===== src/rtl/sa48_slice_sequencer_if.sv =====
// rtl/sa48_slice_sequencer_if.sv - operand/slice bundle between a producer and the slice sequencer
//
// Purpose: groups the operand handshake (opValid/opReady/opA/opB) and the
// slice-side bus (outBusA/outBusB/shiftNext/sliceReady/sliceIdx/lastSlice/done)
// into one bundle.
//   slave  : the sequencer's view (takes operands, drives slices)
//   master : the producer/consumer view (drives operands, sees slices)
interface sa48_slice_sequencer_if #(
    parameter int WORD_W  = 48,
    parameter int SLICE_W = 12
);
    localparam int NSLICE = WORD_W / SLICE_W;
    localparam int IDX_W  = (NSLICE > 1) ? $clog2(NSLICE) : 1;

    logic               opValid;
    logic               opReady;
    logic [WORD_W-1:0]  opA;
    logic [WORD_W-1:0]  opB;
    logic [SLICE_W-1:0] outBusA;
    logic [SLICE_W-1:0] outBusB;
    logic               shiftNext;
    logic               sliceReady;
    logic [IDX_W-1:0]   sliceIdx;
    logic               lastSlice;
    logic               done;

    modport slave (
        input  opValid,
        input  opA,
        input  opB,
        input  sliceReady,
        output opReady,
        output outBusA,
        output outBusB,
        output shiftNext,
        output sliceIdx,
        output lastSlice,
        output done
    );

    modport master (
        output opValid,
        output opA,
        output opB,
        output sliceReady,
        input  opReady,
        input  outBusA,
        input  outBusB,
        input  shiftNext,
        input  sliceIdx,
        input  lastSlice,
        input  done
    );
endinterface


===== src/rtl/sa48_slice_sequencer.sv =====
// rtl/sa48_slice_sequencer.sv - splits a 48-bit operand pair into LSB-first 12-bit slice pairs
//
// Purpose: accepts one operand pair through opValid/opReady, then presents it
// as NSLICE slice pairs on outBusA/outBusB with shiftNext as the slice-valid
// strobe; each slice advances when sliceReady is high. A one-cycle done pulse
// follows the last accepted slice.
// Ports:
//   clk    : rising-edge clock
//   rst_n  : asynchronous active-low reset
//   flush  : synchronous abort back to IDLE (wins over load and slice advance)
//   bus    : slave modport of sa48_slice_sequencer_if
//            (opValid/opReady/opA/opB in, outBusA/outBusB/shiftNext/sliceIdx/
//             lastSlice/done out, sliceReady in)
// All outputs are decoded from registered state only.
module sa48_slice_sequencer #(
    parameter int WORD_W  = 48,
    parameter int SLICE_W = 12
) (
    input  logic                       clk,
    input  logic                       rst_n,
    input  logic                       flush,
    sa48_slice_sequencer_if.slave      bus
);
    localparam int NSLICE = WORD_W / SLICE_W;
    localparam int IDX_W  = (NSLICE > 1) ? $clog2(NSLICE) : 1;
    localparam logic [IDX_W-1:0] LAST_IDX = IDX_W'(NSLICE - 1);

    typedef enum logic [1:0] {
        ST_IDLE = 2'd0,
        ST_SEND = 2'd1,
        ST_DONE = 2'd2
    } state_t;

    state_t            state_q, state_d;
    logic [WORD_W-1:0] a_q, a_d;
    logic [WORD_W-1:0] b_q, b_d;
    logic [IDX_W-1:0]  cnt_q, cnt_d;

    always_ff @(posedge clk or negedge rst_n) begin
        if (!rst_n) begin
            state_q <= ST_IDLE;
            a_q     <= '0;
            b_q     <= '0;
            cnt_q   <= '0;
        end else begin
            state_q <= state_d;
            a_q     <= a_d;
            b_q     <= b_d;
            cnt_q   <= cnt_d;
        end
    end

    always_comb begin
        state_d = state_q;
        a_d     = a_q;
        b_d     = b_q;
        cnt_d   = cnt_q;

        unique case (state_q)
            ST_IDLE: begin
                if (bus.opValid) begin
                    a_d     = bus.opA;
                    b_d     = bus.opB;
                    cnt_d   = '0;
                    state_d = ST_SEND;
                end
            end
            ST_SEND: begin
                if (bus.sliceReady) begin
                    // Zero fill means the registers are empty once the last
                    // slice has gone, so the buses read 0 outside SEND.
                    a_d = a_q >> SLICE_W;
                    b_d = b_q >> SLICE_W;
                    if (cnt_q == LAST_IDX) begin
                        // Counter parks on the last index rather than wrapping.
                        state_d = ST_DONE;
                    end else begin
                        cnt_d = cnt_q + IDX_W'(1);
                    end
                end
            end
            ST_DONE: begin
                state_d = ST_IDLE;
            end
            default: begin
                state_d = ST_IDLE;
            end
        endcase

        // Abort overrides everything decided above on this edge.
        if (flush) begin
            state_d = ST_IDLE;
            a_d     = '0;
            b_d     = '0;
            cnt_d   = '0;
        end
    end

    logic in_send;
    assign in_send = (state_q == ST_SEND);

    assign bus.opReady   = (state_q == ST_IDLE);
    assign bus.shiftNext = in_send;
    assign bus.outBusA   = in_send ? a_q[SLICE_W-1:0] : '0;
    assign bus.outBusB   = in_send ? b_q[SLICE_W-1:0] : '0;
    assign bus.sliceIdx  = cnt_q;
    assign bus.lastSlice = in_send && (cnt_q == LAST_IDX);
    assign bus.done      = (state_q == ST_DONE);

endmodule


===== src/flat_wrapper.sv =====
// flat-port wrapper written by rule: the top's interface ports become plain ports
module sa48_slice_sequencer_flat 
#(
    parameter int WORD_W  = 48,
    parameter int SLICE_W = 12
)
  (clk, rst_n, flush, bus_opValid, bus_opA, bus_opB, bus_sliceReady, bus_opReady, bus_outBusA, bus_outBusB, bus_shiftNext, bus_sliceIdx, bus_lastSlice, bus_done);
  sa48_slice_sequencer_if #(.WORD_W(WORD_W), .SLICE_W(SLICE_W)) bus_i ();
  input  logic clk;
  input  logic rst_n;
  input  logic flush;
  input wire logic [$bits(bus_i.opValid)-1:0] bus_opValid;
  input wire logic [$bits(bus_i.opA)-1:0] bus_opA;
  input wire logic [$bits(bus_i.opB)-1:0] bus_opB;
  input wire logic [$bits(bus_i.sliceReady)-1:0] bus_sliceReady;
  output wire logic [$bits(bus_i.opReady)-1:0] bus_opReady;
  output wire logic [$bits(bus_i.outBusA)-1:0] bus_outBusA;
  output wire logic [$bits(bus_i.outBusB)-1:0] bus_outBusB;
  output wire logic [$bits(bus_i.shiftNext)-1:0] bus_shiftNext;
  output wire logic [$bits(bus_i.sliceIdx)-1:0] bus_sliceIdx;
  output wire logic [$bits(bus_i.lastSlice)-1:0] bus_lastSlice;
  output wire logic [$bits(bus_i.done)-1:0] bus_done;
  assign bus_i.opValid = bus_opValid;
  assign bus_i.opA = bus_opA;
  assign bus_i.opB = bus_opB;
  assign bus_i.sliceReady = bus_sliceReady;
  assign bus_opReady = bus_i.opReady;
  assign bus_outBusA = bus_i.outBusA;
  assign bus_outBusB = bus_i.outBusB;
  assign bus_shiftNext = bus_i.shiftNext;
  assign bus_sliceIdx = bus_i.sliceIdx;
  assign bus_lastSlice = bus_i.lastSlice;
  assign bus_done = bus_i.done;
  sa48_slice_sequencer #(.WORD_W(WORD_W), .SLICE_W(SLICE_W)) u_core (.clk(clk), .rst_n(rst_n), .flush(flush), .bus(bus_i));
endmodule

===== config.mk =====
export PLATFORM = sky130hd
export DESIGN_NAME = sa48_slice_sequencer_flat
export DESIGN_NICKNAME = d
export VERILOG_FILES = /design/src/rtl/sa48_slice_sequencer_if.sv /design/src/rtl/sa48_slice_sequencer.sv /design/src/flat_wrapper.sv
export SDC_FILE = /design/constraint.sdc
export NUM_CORES = 1
export LEC_CHECK = 0
export BUFFER_PORTS_ARGS = -buffer_cell sky130_fd_sc_hd__buf_4
export CAP_MARGIN = 20
export CORE_MARGIN = 8
export CORE_UTILIZATION = 55
export DETAILED_ROUTE_END_ITERATION = 7
export PLACE_DENSITY = 0.92
export SYNTH_ARGS = -nofsm -noshare
export SYNTH_HDL_FRONTEND = slang
export SYNTH_SLANG_ARGS = --single-unit

===== constraint.sdc =====
create_clock -name clk -period 3.7 [get_ports clk]
set_clock_uncertainty 0.2 [all_clocks]
set_input_delay 1.11 -clock clk [delete_from_list [all_inputs] [get_ports clk]]
set_output_delay 1.11 -clock clk [all_outputs]
set_load 0.03 [all_outputs]

==> results of run 1 <==
==> critical path, delay by kind of cell (launching register included) <==
kind | cells | cell delay [ps]
DFF | 1 | 470
and+or+nand+nor | 2 | 360
buffers and inverters | 2 | 420
==> sequential cells by signal, summed over array words and instances, names as in the netlist <==
register / flops
u_core.b_q: 48
u_core.a_q: 48
u_core.state_q: 2
u_core.bus.sliceIdx: 2
==> metrics by stage <==
stage | util (%) | setup slack (ps) | cells | hold slack (ps)
global placement | 68.4 | 836 | 681 | 249
finish | 71.1 | 784 | 697 | 274
global route | 71.1 | 701 | 697 | 298
detailed placement | 68.4 | 752 | 681 | 257
floorplan | - | 889 | 477 | 240
CTS | 71.1 | 787 | 697 | 277
==> logic make-up (layout without fill, tap and decap cells) <==
group | after synthesis | in the layout | share of synthesized area, %
buffers and inverters | 43 | 158 | 6.05
adder cells (fa/ha/maj) | 1 | 1 | 0.267
AO/OA/AOI/OAI | 79 | 79 | 17.4
AND/OR/NAND/NOR | 252 | 252 | 22.4
multiplexers | 2 | 2 | 0.453
flip-flops | 100 | 100 | 53.3
==> power by group <==
part | total, mW | internal (mW) | switching, mW
registers | 1.28 | 1.21 | 0.0725
logic | 0.477 | 0.214 | 0.263
clock network | 0.765 | 0.398 | 0.367
==> per-layer routing <==
layer	routed length (microns)	up-vias	share of wire (%)
met2	5940	136	50
met1	4850	1926	41
met4	249	0	2.1
met3	827	16	7.0
li1	-	1884	-
met5	0	-	0
==> path summary, 6_finish.rpt <==
kind                                                   end  slack, ps
worst max-delay path                       bus_outBusA[10]        780
worst min-delay path            u_core.b_q[39]$_DFFE_PN0P_        270
worst max register to register  u_core.b_q[29]$_DFFE_PN0P_       1310
worst min register to register  u_core.b_q[39]$_DFFE_PN0P_        270
max in group asynchronous       u_core.a_q[34]$_DFFE_PN0P_       2130
min in group asynchronous       u_core.a_q[39]$_DFFE_PN0P_        500
==> placed cells by master, fill, tap and decap left out <==
| master | netlist | layout |
|---|---|---|
| nor2_1 | 148 | 148 |
| buf_4 | 5 | 139 |
| dfrtp_1 | 100 | 100 |
| a221oi_1 | 51 | 51 |
| nand2_1 | 50 | 50 |
| and2_1 | 25 | 25 |
| nand3_1 | 24 | 24 |
| a221oi_2 | 21 | 21 |
| clkbuf_8 | 0 | 10 |
| clkinvlp_4 | 0 | 3 |
| nor2b_1 | 2 | 2 |
| o21ai_0 | 2 | 2 |
| bufinv_16 | 0 | 2 |
| buf_12 | 0 | 2 |
| inv_1 | 1 | 1 |
| mux2i_1 | 1 | 1 |
| o21ba_4 | 0 | 1 |
| o21bai_4 | 0 | 1 |
| nor2_4 | 0 | 1 |
| a311oi_1 | 1 | 1 |
| and2b_2 | 0 | 1 |
| and3_1 | 1 | 1 |
| a22o_1 | 1 | 1 |
| mux2_2 | 1 | 1 |
| a22oi_1 | 1 | 1 |
| ha_1 | 1 | 1 |
| clkinv_2 | 0 | 1 |
==> layout make-up <==
cell class	count	area share [%]
inverter	1	0.0639
multi-input combinational	334	32.8
clock inverter	6	1.49
sequential	100	42.6
timing repair buffer	141	18.5
tap	105	2.24
clock buffer	10	2.34
==> impl_results.md, run 1 <==
* Drc violations at 0
* Critical Path End Type: output port
* H-tree depth at 3
* Final WL at between 10000 and 15000 microns
* Syn nets at 579
* CTS Buf Count at 9
* Cell repeated most along the worst path: buf_4
* Synth area leader: dfrtp_1
* Clk Tree Root Cell: clkbuf_8
* Status: finished clean
* Die W at roughly 110 microns
* Vias per Instance at about 5.7
* Met1 Use GR at between 20 and 30%
* VDD IR-drop max at between 0.2 and 0.3 mV
* Largest fanout on the critical path at 28
* Hold Path Class: reg -> reg
* Most used DFF post-synth: dfrtp_1
* Die area at ~0.012 sq mm
* Met2 usage at 32.8%
* Period utilization at between 70 and 80%
* I/O Pins at ~130
* Register Area at between 0.002 and 0.003 sq mm
* Crit Path Category: reg -> out
* Setup Viol. Count Final at 0
* Clk Latency, worst-skew pair at 350 ps
* DRT Pass-1 Iters at 4
* GRT Overall Usage at approximately 20%
* Core area at between 0.008 and 0.009 sq mm
* Flops & latches, synth at 100
* Hold_sp: u_core.b_q[39]$_DFFE_PN0P_
* # hold bufs at CTS at 0
* Most Crowded Layer GR: met2
* Worst slew margin at 37.0%
* Initial Util at about 57%
* ANT nets after route at 0
* Most area-consuming cells after synthesis: dfrtp_1 (53%), nor2_1 (12%), a221oi_1 (9.5%)
* Starting DRC count in detailed routing at about 250
* CP Launch Type: flip-flop
* First-pass GRT wire length at approximately 19000 microns
* Hold depth at 2
* Most frequent cell after synthesis: nor2_1
* Fin nets at slightly below 700
* Synthesized instance count at 477
* Worst-Margin Slew at 946 ps
* Final hold vios at 0
* Clock sink count at 100
* Crit-path cells: nor2b_1 > buf_4 > and2_1 > buf_4
* Final design instance area without fill at between 0.005 and 0.006 sq mm
* Area share of the largest cell type after synthesis at about 53%
* Placement Cell Area at 0.00565 sq mm
* Initial antenna violation count at 0
* PwrDens at roughly 430 mW/mm^2
* PostCTS Resize Cnt at 0
* Fmax at 343 MHz
* Arrival @ worst endpoint at about 1600 ps
* Slew Limit Fails at 0
* Seq/Total Area, Yosys at around 53%
* Synth async-reset ratio at 100%
* ANT cells at 0
* Synthesized cell area at 0.00469 sq mm
* WP data required at approximately 2400 ps
* Commonest cells post-synth: nor2_1 (148), dfrtp_1 (100), a221oi_1 (51)
* Max-capacitance violation count at 0
* Reg clk slew, reported paths at 100 ps
* Met3 usage at under 10%
* Setup TNS at 0 ps
* Fill cells at between 500 and 600
* Largest net degree at the start of global routing at 97
* PortBufs at 130
* Row cnt at 33
* R2r worst-path depth at 6
* Start point of the critical path: u_core.state_q[0]$_DFFE_PN0P_
* RSZ-0062 raised after global routing: no
* Critical path's slowest cell: dfrtp_1
* Clock Tree Buf Depth at 2
* GR Overflow Total at 0
* Area growth syn-to-layout at 25.2%
* Die height at 108 microns
* GP Congestion at about 0.78
* Post-DR wirelength/cell at approximately 17 microns
* Library cells used by synthesis at 25
* Vias in the first global route at 3874
* Max incr delay on CP at 470 ps
* DPL Wire Length at roughly 8600 microns
* Avg Cell Area, Syn at roughly 9.8 sq um
* Period minus WS final at between 2000 and 3000 ps
* Multi-input logic area at slightly below 0.002 sq mm
* Reg2reg start: u_core.state_q[0]$_DFFE_PN0P_
* Number of synthesized flops with an enable pin at 0
* CTS tree: yes
* Vias at ~4000
* Leak at 2.93 nW
* Fraction of layout cells with a size suffix above 1 at a little under a third
* Setup Buffers After CTS at 0
* Number of synthesis warnings at 0
* Pwr Total at about 2.5 mW
(Power assumes the default switching activity.)
==> inputs of run 2 (changes only) <==
--- a/config.mk
+++ b/config.mk
@@ -8,9 +8,9 @@
 export BUFFER_PORTS_ARGS = -buffer_cell sky130_fd_sc_hd__buf_4
 export CAP_MARGIN = 20
 export CORE_MARGIN = 8
-export CORE_UTILIZATION = 55
+export CORE_UTILIZATION = 47
 export DETAILED_ROUTE_END_ITERATION = 7
-export PLACE_DENSITY = 0.92
+export PLACE_DENSITY = 0.85
 export SYNTH_ARGS = -nofsm -noshare
 export SYNTH_HDL_FRONTEND = slang
 export SYNTH_SLANG_ARGS = --single-unit
==> constraint.sdc (replaced) <==
create_clock -name clk -period 2.6 [get_ports clk]
set_clock_uncertainty 0.2 [all_clocks]
set_input_delay 0.78 -clock clk [delete_from_list [all_inputs] [get_ports clk]]
set_output_delay 0.78 -clock clk [all_outputs]
set_load 0.03 [all_outputs]
==> run 2 against run 1 <==
Power is 37% higher. Utilization is 10 points lower. Via count is 0.78% lower. Largest power group unchanged. Sequential cell count stayed put. Hold slack worse by 82 ps. Critical path type unchanged. Critical endpoint unchanged. Non-clock buffer count is 1 higher. Largest cell class unchanged.
==> impl_results.md, run 2 (synthesis results as in run 1) <==
* Setup Viol. Count Final at 0 (unchanged)
* Die W at 116 microns (+7.0%)
* Final hold slack at 192 ps (-82.0 ps)
* DPL Wire Length at 8550 microns (-0.19%)
* H-tree depth at 3 (unchanged)
* Setup TNS at 0 ps (unchanged)
* Period utilization at 95.9%
* PwrDens at 581 mW/mm^2 (+35%)
* CP delay by family, top: flip-flops
* Seq pwr share at 52.9% (+2.1 points)
* Fill cells at 853 (+44%)
* Initial Util at 48.2% (-8.6 points)
* Largest regs: u_core.a_q x48, u_core.b_q x48
* First-pass GRT wire length at 19200 microns (+1.0%)
* Final hold vios at 0 (unchanged)
* Final WL at 12100 microns (+1.7%)
* Critical Path End Type: output port
* Area growth syn-to-layout at 26.3%
* Period minus WS final at 2490 ps
* Start point of the critical path: u_core.state_q[0]$_DFFE_PN0P_
* Largest net degree at the start of global routing at 73 (-25%)
* I/O Pins at 131 (unchanged)
* Clock Tree Buf Depth at 2 (unchanged)
* WP data required at 1620 ps (-770 ps)
* GR Overflow Total at 0 (unchanged)
* Comb pwr share at 20.0% (+1.1 points)
* Fraction of layout cells with a size suffix above 1 at 31.5% (+0.62 points)
* Starting DRC count in detailed routing at 334 (+32%)
* Crit Path Category: reg -> out
* Core area at 0.00973 sq mm (+18%)
* Row cnt at 36 (+9.1%)
* Vias in the first global route at 3964 (+2.3%)
* Reg2reg start: u_core.state_q[0]$_DFFE_PN0P_
* Fin nets at 690 (+0.15%)
* Clock sink count at 100 (unchanged)
* Critical path's slowest cell: dfrtp_2
* Net Sw Power at 1.05 mW (+49%)
* Most frequent cells in the layout: nor2_1 (148), buf_4 (136), dfrtp_1 (98)
* Max-capacitance violation count at 0 (unchanged)
* Vias per Instance at 5.41 (-4.7%)
* Register Area at 0.00250 sq mm (about the same)
* Slew Limit Fails at 0 (unchanged)
* # hold bufs at CTS at 0 (unchanged)
* CTS Buf Count at 9 (unchanged)
* RSZ-0062 raised after global routing: no
* Pwr Total at 3.45 mW (+37%)
* Clk Latency, worst-skew pair at 360 ps (about the same)
* Status: finished clean
* Crit-path cells: nor2b_2 > buf_4 > and2_1 > buf_4
* Fmax at around 400 MHz
* ANT cells at 0 (unchanged)
* Worst slew margin at 58.7% (+22 points)
* Multi-input logic area at 0.00193 sq mm (+0.13%)
* Int Pwr at 2.40 mW (+32%)
* ANT nets after route at 0 (unchanged)
* CP bufs+invs at 2 (unchanged)
* Vias at 3931 (-0.78%)
* VDD IR-drop max at 0.262 mV (-6.1%)
* Leak at 2.93 nW (+0.21%)
* Initial antenna violation count at 0 (unchanged)
* Die area at 0.0134 sq mm (+14%)
* GP Congestion at 0.796 (+2.5%)
* Drc violations at 0 (unchanged)
* CTS tree: yes
* Sw frac at 30.4% (+2.6 points)
* Arrival @ worst endpoint at 1510 ps (-100 ps)
* Max incr delay on CP at 460 ps (about the same)
* Worst-Margin Slew at 620 ps (-326 ps)
* Reg clk slew, reported paths at 100 ps (about the same)
* Clk Tree Root Cell: clkbuf_8
* Commonest non-fill, non-tap cell in the layout: nor2_1
* CP Launch Type: flip-flop
* DRT Pass-1 Iters at 8 (+4)
* Die height at 116 microns (+7.0%)
* PortBufs at 130 (unchanged)
* Post-DR wirelength/cell at 16.6 microns (-2.4%)
* Cell repeated most along the worst path: buf_4
* Largest fanout on the critical path at 15 (-46%)
* Hold Path Class: in -> async
* GRT Overall Usage at 17.9% (-2.4 points)
* Clk network pwr share at 27.1% (-3.2 points)
[run 2: worst paths after layout]
check | endpoint | slack (ps) | cells past startpoint
setup reg to reg | u_core.a_q[4]$_DFFE_PN0P_ | 500 | 6
hold / removal | u_core.b_q[14]$_DFFE_PN0P_ | 190 | 1
hold reg to reg | u_core.b_q[46]$_DFFE_PN0P_ | 280 | 2
min in group clk | u_core.b_q[46]$_DFFE_PN0P_ | 280 | 2
max in group asynchronous | u_core.a_q[23]$_DFFE_PN0P_ | 1430 | 2
setup / recovery | bus_outBusA[10] | 110 | 4
[run 2: what timing repair did]
item,4_1_cts,5_1_grt
setup buffers,0,1
setup endpoints to repair,3,9
resized for setup,2,1
[run 2: per-layer routing]
layer | GRT usage (%) | wire length (microns) | vias to the layer above
li1 | - | - | 1882
met1 | 21.6 | 4920 | 1887
met2 | 29.5 | 6020 | 132
met3 | 4.06 | 721 | 30
met4 | 8.90 | 402 | 0
met5 | 0 | 0 | -
[run 2: layout make-up]
| type | count | area share (%) |
|---|---|---|
| repair buffers | 142 | 19.3 |
| well taps | 133 | 2.81 |
| clock inverters | 7 | 0.992 |
| clock buffers | 9 | 2.09 |
| inverters | 1 | 0.0633 |
| flip-flops and latches | 100 | 42.3 |
| multi-input cells | 334 | 32.5 |
[run 2: stage by stage]
| step | std cells | setup WS [ps] | cell area (sq um) | utilization, % |
|---|---|---|---|---|
| floorplan | 477 | 119 | 4690 | - |
| detailed placement | 709 | 331 | 5730 | 58.9 |
| global route | 726 | 20.5 | 5930 | 60.9 |
| finish | 726 | 108 | 5930 | 60.9 |
| CTS | 725 | 12.0 | 5920 | 60.8 |
| global placement | 709 | 424 | 5730 | 58.9 |
[run 2: worst reg2reg max path, stage by stage (launching register included)]
cell and delay (ps):
dfrtp_2 460, nor2b_2 180, buf_4 170, and2b_2 280, buf_12 230, a221oi_1 400
nor2_1 80
[run 2: power groups by stage]
stage	combinational, mW	sequential [mW]	clock (mW)
final	0.689	1.82	0.934
after global routing	0.760	1.84	1.02
after CTS	0.695	1.82	0.957
after detailed placement	0.693	1.85	0
after global placement	0.670	1.84	0
after floorplan	0.426	1.82	0
